===== config.mk =====
export PLATFORM = sky130hd
export DESIGN_NAME = qam_mod_param_flat
export DESIGN_NICKNAME = d
export VERILOG_FILES = /design/src/rtl/qam_mod_pkg.sv /design/src/rtl/qam_mod_param_if.sv /design/src/rtl/qam_carrier_nco.sv /design/src/rtl/qam_mod_param.sv /design/src/flat_wrapper.sv
export SDC_FILE = /design/constraint.sdc
export NUM_CORES = 1
export LEC_CHECK = 0
export ABC_AREA = 1
export CAP_MARGIN = 20
export CORE_AREA = 4 4 191 193
export DETAILED_ROUTE_END_ITERATION = 8
export DIE_AREA = 0 0 195 197
export PLACE_DENSITY = 0.4
export SLEW_MARGIN = 20
export SYNTH_ARGS = -nofsm -noshare
export SYNTH_HDL_FRONTEND = slang
export SYNTH_SLANG_ARGS = --single-unit

===== constraint.sdc =====
create_clock -name axi_clk -period 4.76 [get_ports axi_clk]
set_input_delay 0.952 -clock axi_clk [delete_from_list [all_inputs] [get_ports axi_clk]]
set_output_delay 0.952 -clock axi_clk [all_outputs]
set_load 0.01 [all_outputs]

===== src/rtl/qam_mod_pkg.sv =====
// Shared types, widths and Gray level tables for the multi-mode QAM modulator.
package qam_mod_pkg;

  localparam int COS_W   = 8;
  localparam int LEVEL_W = 4;
  localparam int SUM_W   = 13;
  localparam int PROD_W  = LEVEL_W + COS_W;

  typedef enum logic [1:0] {
    MODE_QPSK  = 2'd0,
    MODE_QAM16 = 2'd1,
    MODE_QAM64 = 2'd2,
    MODE_RSVD  = 2'd3
  } mode_e;

  typedef enum logic {
    ST_IDLE = 1'b0,
    ST_RUN  = 1'b1
  } state_e;

  typedef logic signed [LEVEL_W-1:0] level_t;

  function automatic level_t qpsk_level(input logic g);
    return g ? level_t'(6) : level_t'(-6);
  endfunction

  function automatic level_t qam16_level(input logic [1:0] g);
    case (g)
      2'b00:   return level_t'(-6);
      2'b01:   return level_t'(-2);
      2'b11:   return level_t'(2);
      default: return level_t'(6);
    endcase
  endfunction

  function automatic level_t qam64_level(input logic [2:0] g);
    case (g)
      3'b000:  return level_t'(-7);
      3'b001:  return level_t'(-5);
      3'b011:  return level_t'(-3);
      3'b010:  return level_t'(-1);
      3'b110:  return level_t'(1);
      3'b111:  return level_t'(3);
      3'b101:  return level_t'(5);
      default: return level_t'(7);
    endcase
  endfunction

endpackage


===== src/rtl/qam_mod_param_if.sv =====
// Symbol input handshake and passband sample output of the QAM modulator.
interface qam_mod_param_if #(
  parameter int LUT_AW = 8,
  parameter int DATA_W = 10
);
  logic [1:0]               mode;
  logic [LUT_AW-1:0]        carrier_inc;
  logic                     sym_valid;
  logic [5:0]               sym_data;
  logic                     sym_ready;
  logic                     out_valid;
  logic signed [DATA_W-1:0] out_data;
  logic                     err_mode;

  modport master (
    output mode, carrier_inc, sym_valid, sym_data,
    input  sym_ready, out_valid, out_data, err_mode
  );

  modport slave (
    input  mode, carrier_inc, sym_valid, sym_data,
    output sym_ready, out_valid, out_data, err_mode
  );
endinterface


===== src/rtl/qam_carrier_nco.sv =====
// Phase accumulator with a quarter-wave cos/sin table, registered (1-cycle) read.
module qam_carrier_nco
  import qam_mod_pkg::*;
#(
  parameter int LUT_AW = 8
) (
  input  logic                    axi_clk,
  input  logic                    clear,
  input  logic                    advance,
  input  logic [LUT_AW-1:0]       inc,
  output logic signed [COS_W-1:0] cos_val,
  output logic signed [COS_W-1:0] sin_val
);

  localparam int QN    = 1 << (LUT_AW - 2);
  localparam int IDX_W = LUT_AW - 1;

  // round(127 * sin(k*pi/(2*qn))) via an integer Taylor series in Q30, so the
  // table is built at elaboration without real-valued math.
  function automatic int quarter_sine(input int k, input int qn);
    longint x, x2, term, acc;
    x    = (64'sd3373259426 * longint'(k)) / longint'(2 * qn);
    x2   = (x * x) >>> 30;
    term = x;
    acc  = x;
    for (int n = 1; n <= 7; n++) begin
      term = -((term * x2) >>> 30) / longint'((2 * n) * (2 * n + 1));
      acc  = acc + term;
    end
    return int'((acc * 127 + (64'sd1 <<< 29)) >>> 30);
  endfunction

  function automatic logic [IDX_W-1:0] fold(input logic [LUT_AW-1:0] p);
    logic [IDX_W-1:0] a;
    a = {1'b0, p[LUT_AW-3:0]};
    return p[LUT_AW-2] ? IDX_W'(QN) - a : a;
  endfunction

  logic signed [COS_W-1:0] qtab [QN+1];

  for (genvar g = 0; g <= QN; g++) begin : g_tab
    localparam int VAL = quarter_sine(g, QN);
    assign qtab[g] = COS_W'(VAL);
  end

  logic [LUT_AW-1:0]       phase;
  logic [LUT_AW-1:0]       cos_phase;
  logic [IDX_W-1:0]        sin_idx, cos_idx;
  logic signed [COS_W-1:0] sin_c, cos_c;

  // cos(p) is read as sin(p + quarter turn).
  always_comb begin
    cos_phase = phase + LUT_AW'(QN);
    sin_idx   = fold(phase);
    cos_idx   = fold(cos_phase);
    sin_c     = phase[LUT_AW-1]     ? -qtab[sin_idx] : qtab[sin_idx];
    cos_c     = cos_phase[LUT_AW-1] ? -qtab[cos_idx] : qtab[cos_idx];
  end

  always_ff @(posedge axi_clk) begin
    if (clear) begin
      phase   <= '0;
      cos_val <= '0;
      sin_val <= '0;
    end else begin
      cos_val <= cos_c;
      sin_val <= sin_c;
      if (advance) phase <= phase + inc;
    end
  end

endmodule


===== src/rtl/qam_mod_param.sv =====
// Multi-mode QAM modulator: Gray level map, SPS-sample hold, carrier mix I*cos - Q*sin.
module qam_mod_param
  import qam_mod_pkg::*;
#(
  parameter int SPS    = 128,
  parameter int LUT_AW = 8,
  parameter int DATA_W = 10
) (
  input logic           axi_clk,
  input logic           axi_rst,
  qam_mod_param_if.slave bus
);

  localparam int CNT_W = $clog2(SPS);
  localparam logic [CNT_W-1:0] CNT_LAST = CNT_W'(SPS - 1);
  localparam int SHIFT = SUM_W - DATA_W;

  state_e           state, state_n;
  logic [CNT_W-1:0] cnt, cnt_n;
  logic             rdy, accept, run;

  mode_e             mode_q;
  logic [5:0]        sym_q;
  logic [LUT_AW-1:0] inc_q;

  assign run           = (state == ST_RUN);
  assign bus.sym_ready = rdy;

  // NOTE: every signal written here gets a default first, so no latch is inferred.
  always_comb begin
    state_n = state;
    cnt_n   = cnt;
    rdy     = 1'b0;
    case (state)
      ST_IDLE: rdy = 1'b1;
      ST_RUN: begin
        if (cnt == CNT_LAST) begin
          rdy     = 1'b1;
          state_n = ST_IDLE;
          cnt_n   = '0;
        end else begin
          cnt_n = cnt + CNT_W'(1);
        end
      end
      default: state_n = ST_IDLE;
    endcase
    if (axi_rst) rdy = 1'b0;
    accept = bus.sym_valid && rdy;
    if (accept) begin
      state_n = ST_RUN;
      cnt_n   = '0;
    end
  end

  // NOTE: sequential state uses <= so every register samples pre-edge values.
  always_ff @(posedge axi_clk) begin
    if (axi_rst) begin
      state <= ST_IDLE;
      cnt   <= '0;
    end else begin
      state <= state_n;
      cnt   <= cnt_n;
    end
  end

  always_ff @(posedge axi_clk) begin
    if (axi_rst) begin
      mode_q <= MODE_QPSK;
      sym_q  <= '0;
      inc_q  <= '0;
    end else if (accept) begin
      mode_q <= mode_e'(bus.mode);
      sym_q  <= bus.sym_data;
      inc_q  <= bus.carrier_inc;
    end
  end

  level_t lvl_i, lvl_q;

  // Upper half of the used bits drives I, lower half drives Q; reserved mode is silent.
  always_comb begin
    lvl_i = '0;
    lvl_q = '0;
    case (mode_q)
      MODE_QPSK: begin
        lvl_i = qpsk_level(sym_q[1]);
        lvl_q = qpsk_level(sym_q[0]);
      end
      MODE_QAM16: begin
        lvl_i = qam16_level(sym_q[3:2]);
        lvl_q = qam16_level(sym_q[1:0]);
      end
      MODE_QAM64: begin
        lvl_i = qam64_level(sym_q[5:3]);
        lvl_q = qam64_level(sym_q[2:0]);
      end
      default: ;
    endcase
  end

  logic signed [COS_W-1:0] cos_s1, sin_s1;

  qam_carrier_nco #(.LUT_AW(LUT_AW)) u_nco (
    .axi_clk (axi_clk),
    .clear   (axi_rst),
    .advance (run),
    .inc     (inc_q),
    .cos_val (cos_s1),
    .sin_val (sin_s1)
  );

  logic                     s1_valid, s2_valid, s3_valid, err_q;
  level_t                   lvl_i_s1, lvl_q_s1;
  logic signed [PROD_W-1:0] prod_i, prod_q;
  logic signed [SUM_W-1:0]  diff;
  logic signed [DATA_W-1:0] out_q;

  assign diff = SUM_W'(prod_i) - SUM_W'(prod_q);

  always_ff @(posedge axi_clk) begin
    if (axi_rst) begin
      s1_valid <= 1'b0;
      s2_valid <= 1'b0;
      s3_valid <= 1'b0;
      err_q    <= 1'b0;
      lvl_i_s1 <= '0;
      lvl_q_s1 <= '0;
      prod_i   <= '0;
      prod_q   <= '0;
      out_q    <= '0;
    end else begin
      s1_valid <= run;
      lvl_i_s1 <= lvl_i;
      lvl_q_s1 <= lvl_q;
      err_q    <= run && (cnt == '0) && (mode_q == MODE_RSVD);
      s2_valid <= s1_valid;
      prod_i   <= PROD_W'(lvl_i_s1) * PROD_W'(cos_s1);
      prod_q   <= PROD_W'(lvl_q_s1) * PROD_W'(sin_s1);
      s3_valid <= s2_valid;
      out_q    <= s2_valid ? DATA_W'(diff >>> SHIFT) : '0;
    end
  end

  assign bus.out_valid = s3_valid;
  assign bus.out_data  = out_q;
  assign bus.err_mode  = err_q;

endmodule


===== src/flat_wrapper.sv =====
// flat-port wrapper written by rule: the top's interface ports become plain ports
module qam_mod_param_flat import qam_mod_pkg::*;
#(
  parameter int SPS    = 128,
  parameter int LUT_AW = 8,
  parameter int DATA_W = 10
)
  (axi_clk, axi_rst, bus_mode, bus_carrier_inc, bus_sym_valid, bus_sym_data, bus_sym_ready, bus_out_valid, bus_out_data, bus_err_mode);
  qam_mod_param_if #(.LUT_AW(LUT_AW), .DATA_W(DATA_W)) bus_i ();
  input logic axi_clk;
  input logic axi_rst;
  input wire logic [$bits(bus_i.mode)-1:0] bus_mode;
  input wire logic [$bits(bus_i.carrier_inc)-1:0] bus_carrier_inc;
  input wire logic [$bits(bus_i.sym_valid)-1:0] bus_sym_valid;
  input wire logic [$bits(bus_i.sym_data)-1:0] bus_sym_data;
  output wire logic [$bits(bus_i.sym_ready)-1:0] bus_sym_ready;
  output wire logic [$bits(bus_i.out_valid)-1:0] bus_out_valid;
  output wire logic [$bits(bus_i.out_data)-1:0] bus_out_data;
  output wire logic [$bits(bus_i.err_mode)-1:0] bus_err_mode;
  assign bus_i.mode = bus_mode;
  assign bus_i.carrier_inc = bus_carrier_inc;
  assign bus_i.sym_valid = bus_sym_valid;
  assign bus_i.sym_data = bus_sym_data;
  assign bus_sym_ready = bus_i.sym_ready;
  assign bus_out_valid = bus_i.out_valid;
  assign bus_out_data = bus_i.out_data;
  assign bus_err_mode = bus_i.err_mode;
  qam_mod_param #(.SPS(SPS), .LUT_AW(LUT_AW), .DATA_W(DATA_W)) u_core (.axi_clk(axi_clk), .axi_rst(axi_rst), .bus(bus_i));
endmodule

==> run metrics <==
status=complete, no violations; fin crit period=3.85 ns; area grow syn2layout=13.8%; Post-CTS Setup Inserts=0; first-pass GRT wire length=34.1 mm; global route total overflow=0; Total Wirelength=19.8 mm; R2R setup slack=0.91 ns; DR WL/cell=12.2 µm; Clk Latency, worst-skew pair=0.36 ns; worst-margin pin slew=0.471 ns; Slew Viols, Final=0; Mapped Area=0.00789 mm²; vias in the first global route=6653; fillers=3895; final hold violations=0; Worst Skew=0.0114 ns; Hold/Removal Path Class=reg -> reg; hold path startpoint=u_core.s1_valid; I/O Buffers=31; Detailed Route Iter0 Violations=199; worst r2r src=u_core.lvl_i_s1[2]; Synth Register Bits=93; post-placement cell count=1604; Post-DRT Antenna Nets=0; share of the yosys chip area belonging to registers=0.236; pre-CTS WS=0.867 ns; Post-synth EDFFs=0; final setup fails=0; CTS tree=yes; hold depth=2; GRT Overall Usage=0.108; Resized cells post-CTS=0; Ports=32; area of the core=0.0345 mm²; layout cells sized above 1=0.0567; required time worst endpoint=5.01 ns; Crit Reg-Reg Endpoint=u_core.prod_i[11]; DRC viols=0; Yosys warning count=0; clock buffer depth=2; row count=68; critical path class=reg -> reg; leakage=4.59 nW; clk slew on worst S/H paths=0.07 ns; unrepaired setup endpoints after global routing=false; Synth async-reset ratio=0; Netlist cell types=40; Crit Path Max Fanout=8; Nets=1300; Cells after Synth=1138; Avg Cell Area, Syn=6.93 µm²; max cap viols=0; vias per cell=4.22; CTS Sinks=93; Antenna Cells=0; initial antenna violation count=0; pin count of the biggest net entering global routing=30; Post-Syn Nets=1278; Clock Root Buffer=clkbuf_16; slowest CP cell=fa_1; headroom to the max-slew limit=0.686; Hold-fix buffers, CTS=0; gpl congestion=0.825; pwr dens=345 mW/mm²; worst stage delay on the critical path=0.54 ns; VDD IR max=195 µV; setup TNS=0 ns; H-Tree Level Count=3; die area=0.0384 mm²; final worst setup slack=0.905 ns; CP startpoint kind=flip-flop; Die W=195 µm; Initial DRT Pass Iterations=5; HPWL after DPL=15.9 mm; CP endpoint kind=flip-flop; Endpoint, Worst Hold=u_core.s2_valid; die height=197 µm; Worst Reg-to-Reg Cells=18; Cell Chain, Critical Path=nand2_1, fa_1, fa_1, inv_1, fa_1, ha_1, inv_1, fa_1, nor2_1, o21ai_0, nand2_1, nand2_1, nand2_1, a21oi_1, o21ai_0, a21oi_1, o21ai_0, a21oi_1; highest clock rate=0.259 GHz; Vias=6830; Synth Flop Type=dfxtp_1; post-layout instance count excluding filler cells=1620; CTS buffer count=9; fin crit share=0.810; CP Data Arrival Time=4.10 ns; Starting Density=0.228
[layout by cell type, fill, tap and decap left out, types with 7 or more instances in the layout]
cell,synthesis,final
nand2_1,274,274
inv_1,191,191
nor2_1,97,97
dfxtp_1,93,93
nand3_1,91,91
ha_1,86,86
a21oi_1,68,68
o21ai_0,55,55
fa_1,35,35
clkdlybuf4s50_1,0,31
nand2_2,13,13
a32o_1,10,10
xor2_1,10,10
buf_4,3,10
nor3_1,9,9
clkbuf_16,0,9
nor2_2,8,8
xnor2_1,8,8
nand3_2,7,7
nand4_1,7,7
[report_power, final]
group / internal, W / switching, W / leakage (nW)
sequential: 0.000877 / 0.0000848 / 0.765
combinational: 0.000496 / 0.000885 / 3.67
clock: 0.000426 / 0.000323 / 0.153
total: 0.00180 / 0.00129 / 4.59
[worst max-delay path, delay by kind of cell, from the launching register on]
family	cells	cell delay, ns
AOI/OAI and AO/OA	6	0.61
buffers and inverters	2	0.10
and+or+nand+nor	5	0.44
adders and majority gates	5	2.10
DFF	1	0.49
[cells in the mapped netlist, drive strengths merged (7+ instances only)]
cell type  count  share of area
ha            86           0.14
fa            35          0.089
clkbuf        15         0.0071
nand3         99          0.069
o21ai         61          0.040
nand2        292           0.15
nor3           9         0.0057
xnor2          8         0.0089
xor2          10          0.011
nand4          7         0.0056
nor2         105          0.053
dfxtp         93           0.24
a21oi         68          0.043
inv          194          0.092
a32o          10          0.013
buf           15          0.016
[state kept, by name, summed over array words and instances, names as in the netlist, 3 cells and up]
name,cells
u_core.prod_i,12
u_core.prod_q,12
u_core.bus.out_data,10
u_core.inc_q,8
u_core.u_nco.cos_val,8
u_core.u_nco.phase,8
u_core.u_nco.sin_val,8
u_core.cnt,7
u_core.sym_q,6
u_core.lvl_i_s1,4
u_core.lvl_q_s1,3
[metrics by stage]
step / hold WS [ns] / utilization / area (µm²) / power (W)
4_1_cts: 0.419 / 0.260 / 8970 / 0.00315
5_1_grt: 0.434 / 0.260 / 8970 / 0.00342
3_5_place_dp: 0.409 / 0.251 / 8660 / 0.00237
2_1_floorplan: 0.388 / - / 7890 / 0.00204
6_report: 0.415 / 0.260 / 8970 / 0.00309
3_3_place_gp: 0.427 / 0.251 / 8660 / 0.00239
[cells by family after synthesis]
group / Yosys count / share of synthesized area
buffers and inverters: 228 / 0.117
AO/OA/AOI/OAI: 163 / 0.119
AND/OR/NAND/NOR: 515 / 0.283
adder cells (fa/ha/maj): 121 / 0.225
XOR/XNOR: 18 / 0.0200
flip-flops: 93 / 0.236
[routing by layer]
layer  vias up  wire length (µm)  global-route usage
met4         0               330              0.0284
met5         -                 0                   0
met2        97              9290               0.185
met1      3047              9540               0.137
li1       3667                 -                   -
met3        19               675              0.0236
[how the worst max path moves through the flow]
| stage | depth (start not counted) | startpoint | endpoint | slack [ns] |
|---|---|---|---|---|
| 2_1_floorplan | 19 | u_core.lvl_i_s1[2] | u_core.prod_i[11] | 1.08 |
| 3_3_place_gp | 18 | u_core.lvl_i_s1[2] | u_core.prod_i[11] | 0.93 |
| 3_5_place_dp | 18 | u_core.lvl_i_s1[2] | u_core.prod_i[11] | 0.87 |
| 4_1_cts | 18 | u_core.lvl_i_s1[2] | u_core.prod_i[11] | 0.88 |
| 5_1_grt | 18 | u_core.lvl_q_s1[2] | u_core.prod_q[11] | 0.60 |
| 6_report | 18 | u_core.lvl_i_s1[2] | u_core.prod_i[11] | 0.91 |
[cell type report]
cell class	instances	area, µm²	share of cell area
inverter	198	743	0.0828
clock buffer	10	239	0.0266
clock inverter	6	70.1	0.00781
timing repair buffer	41	385	0.0430
sequential	93	1860	0.208
multi-input combinational	817	5100	0.569
tap	455	569	0.0634
(Power assumes the default switching activity.)
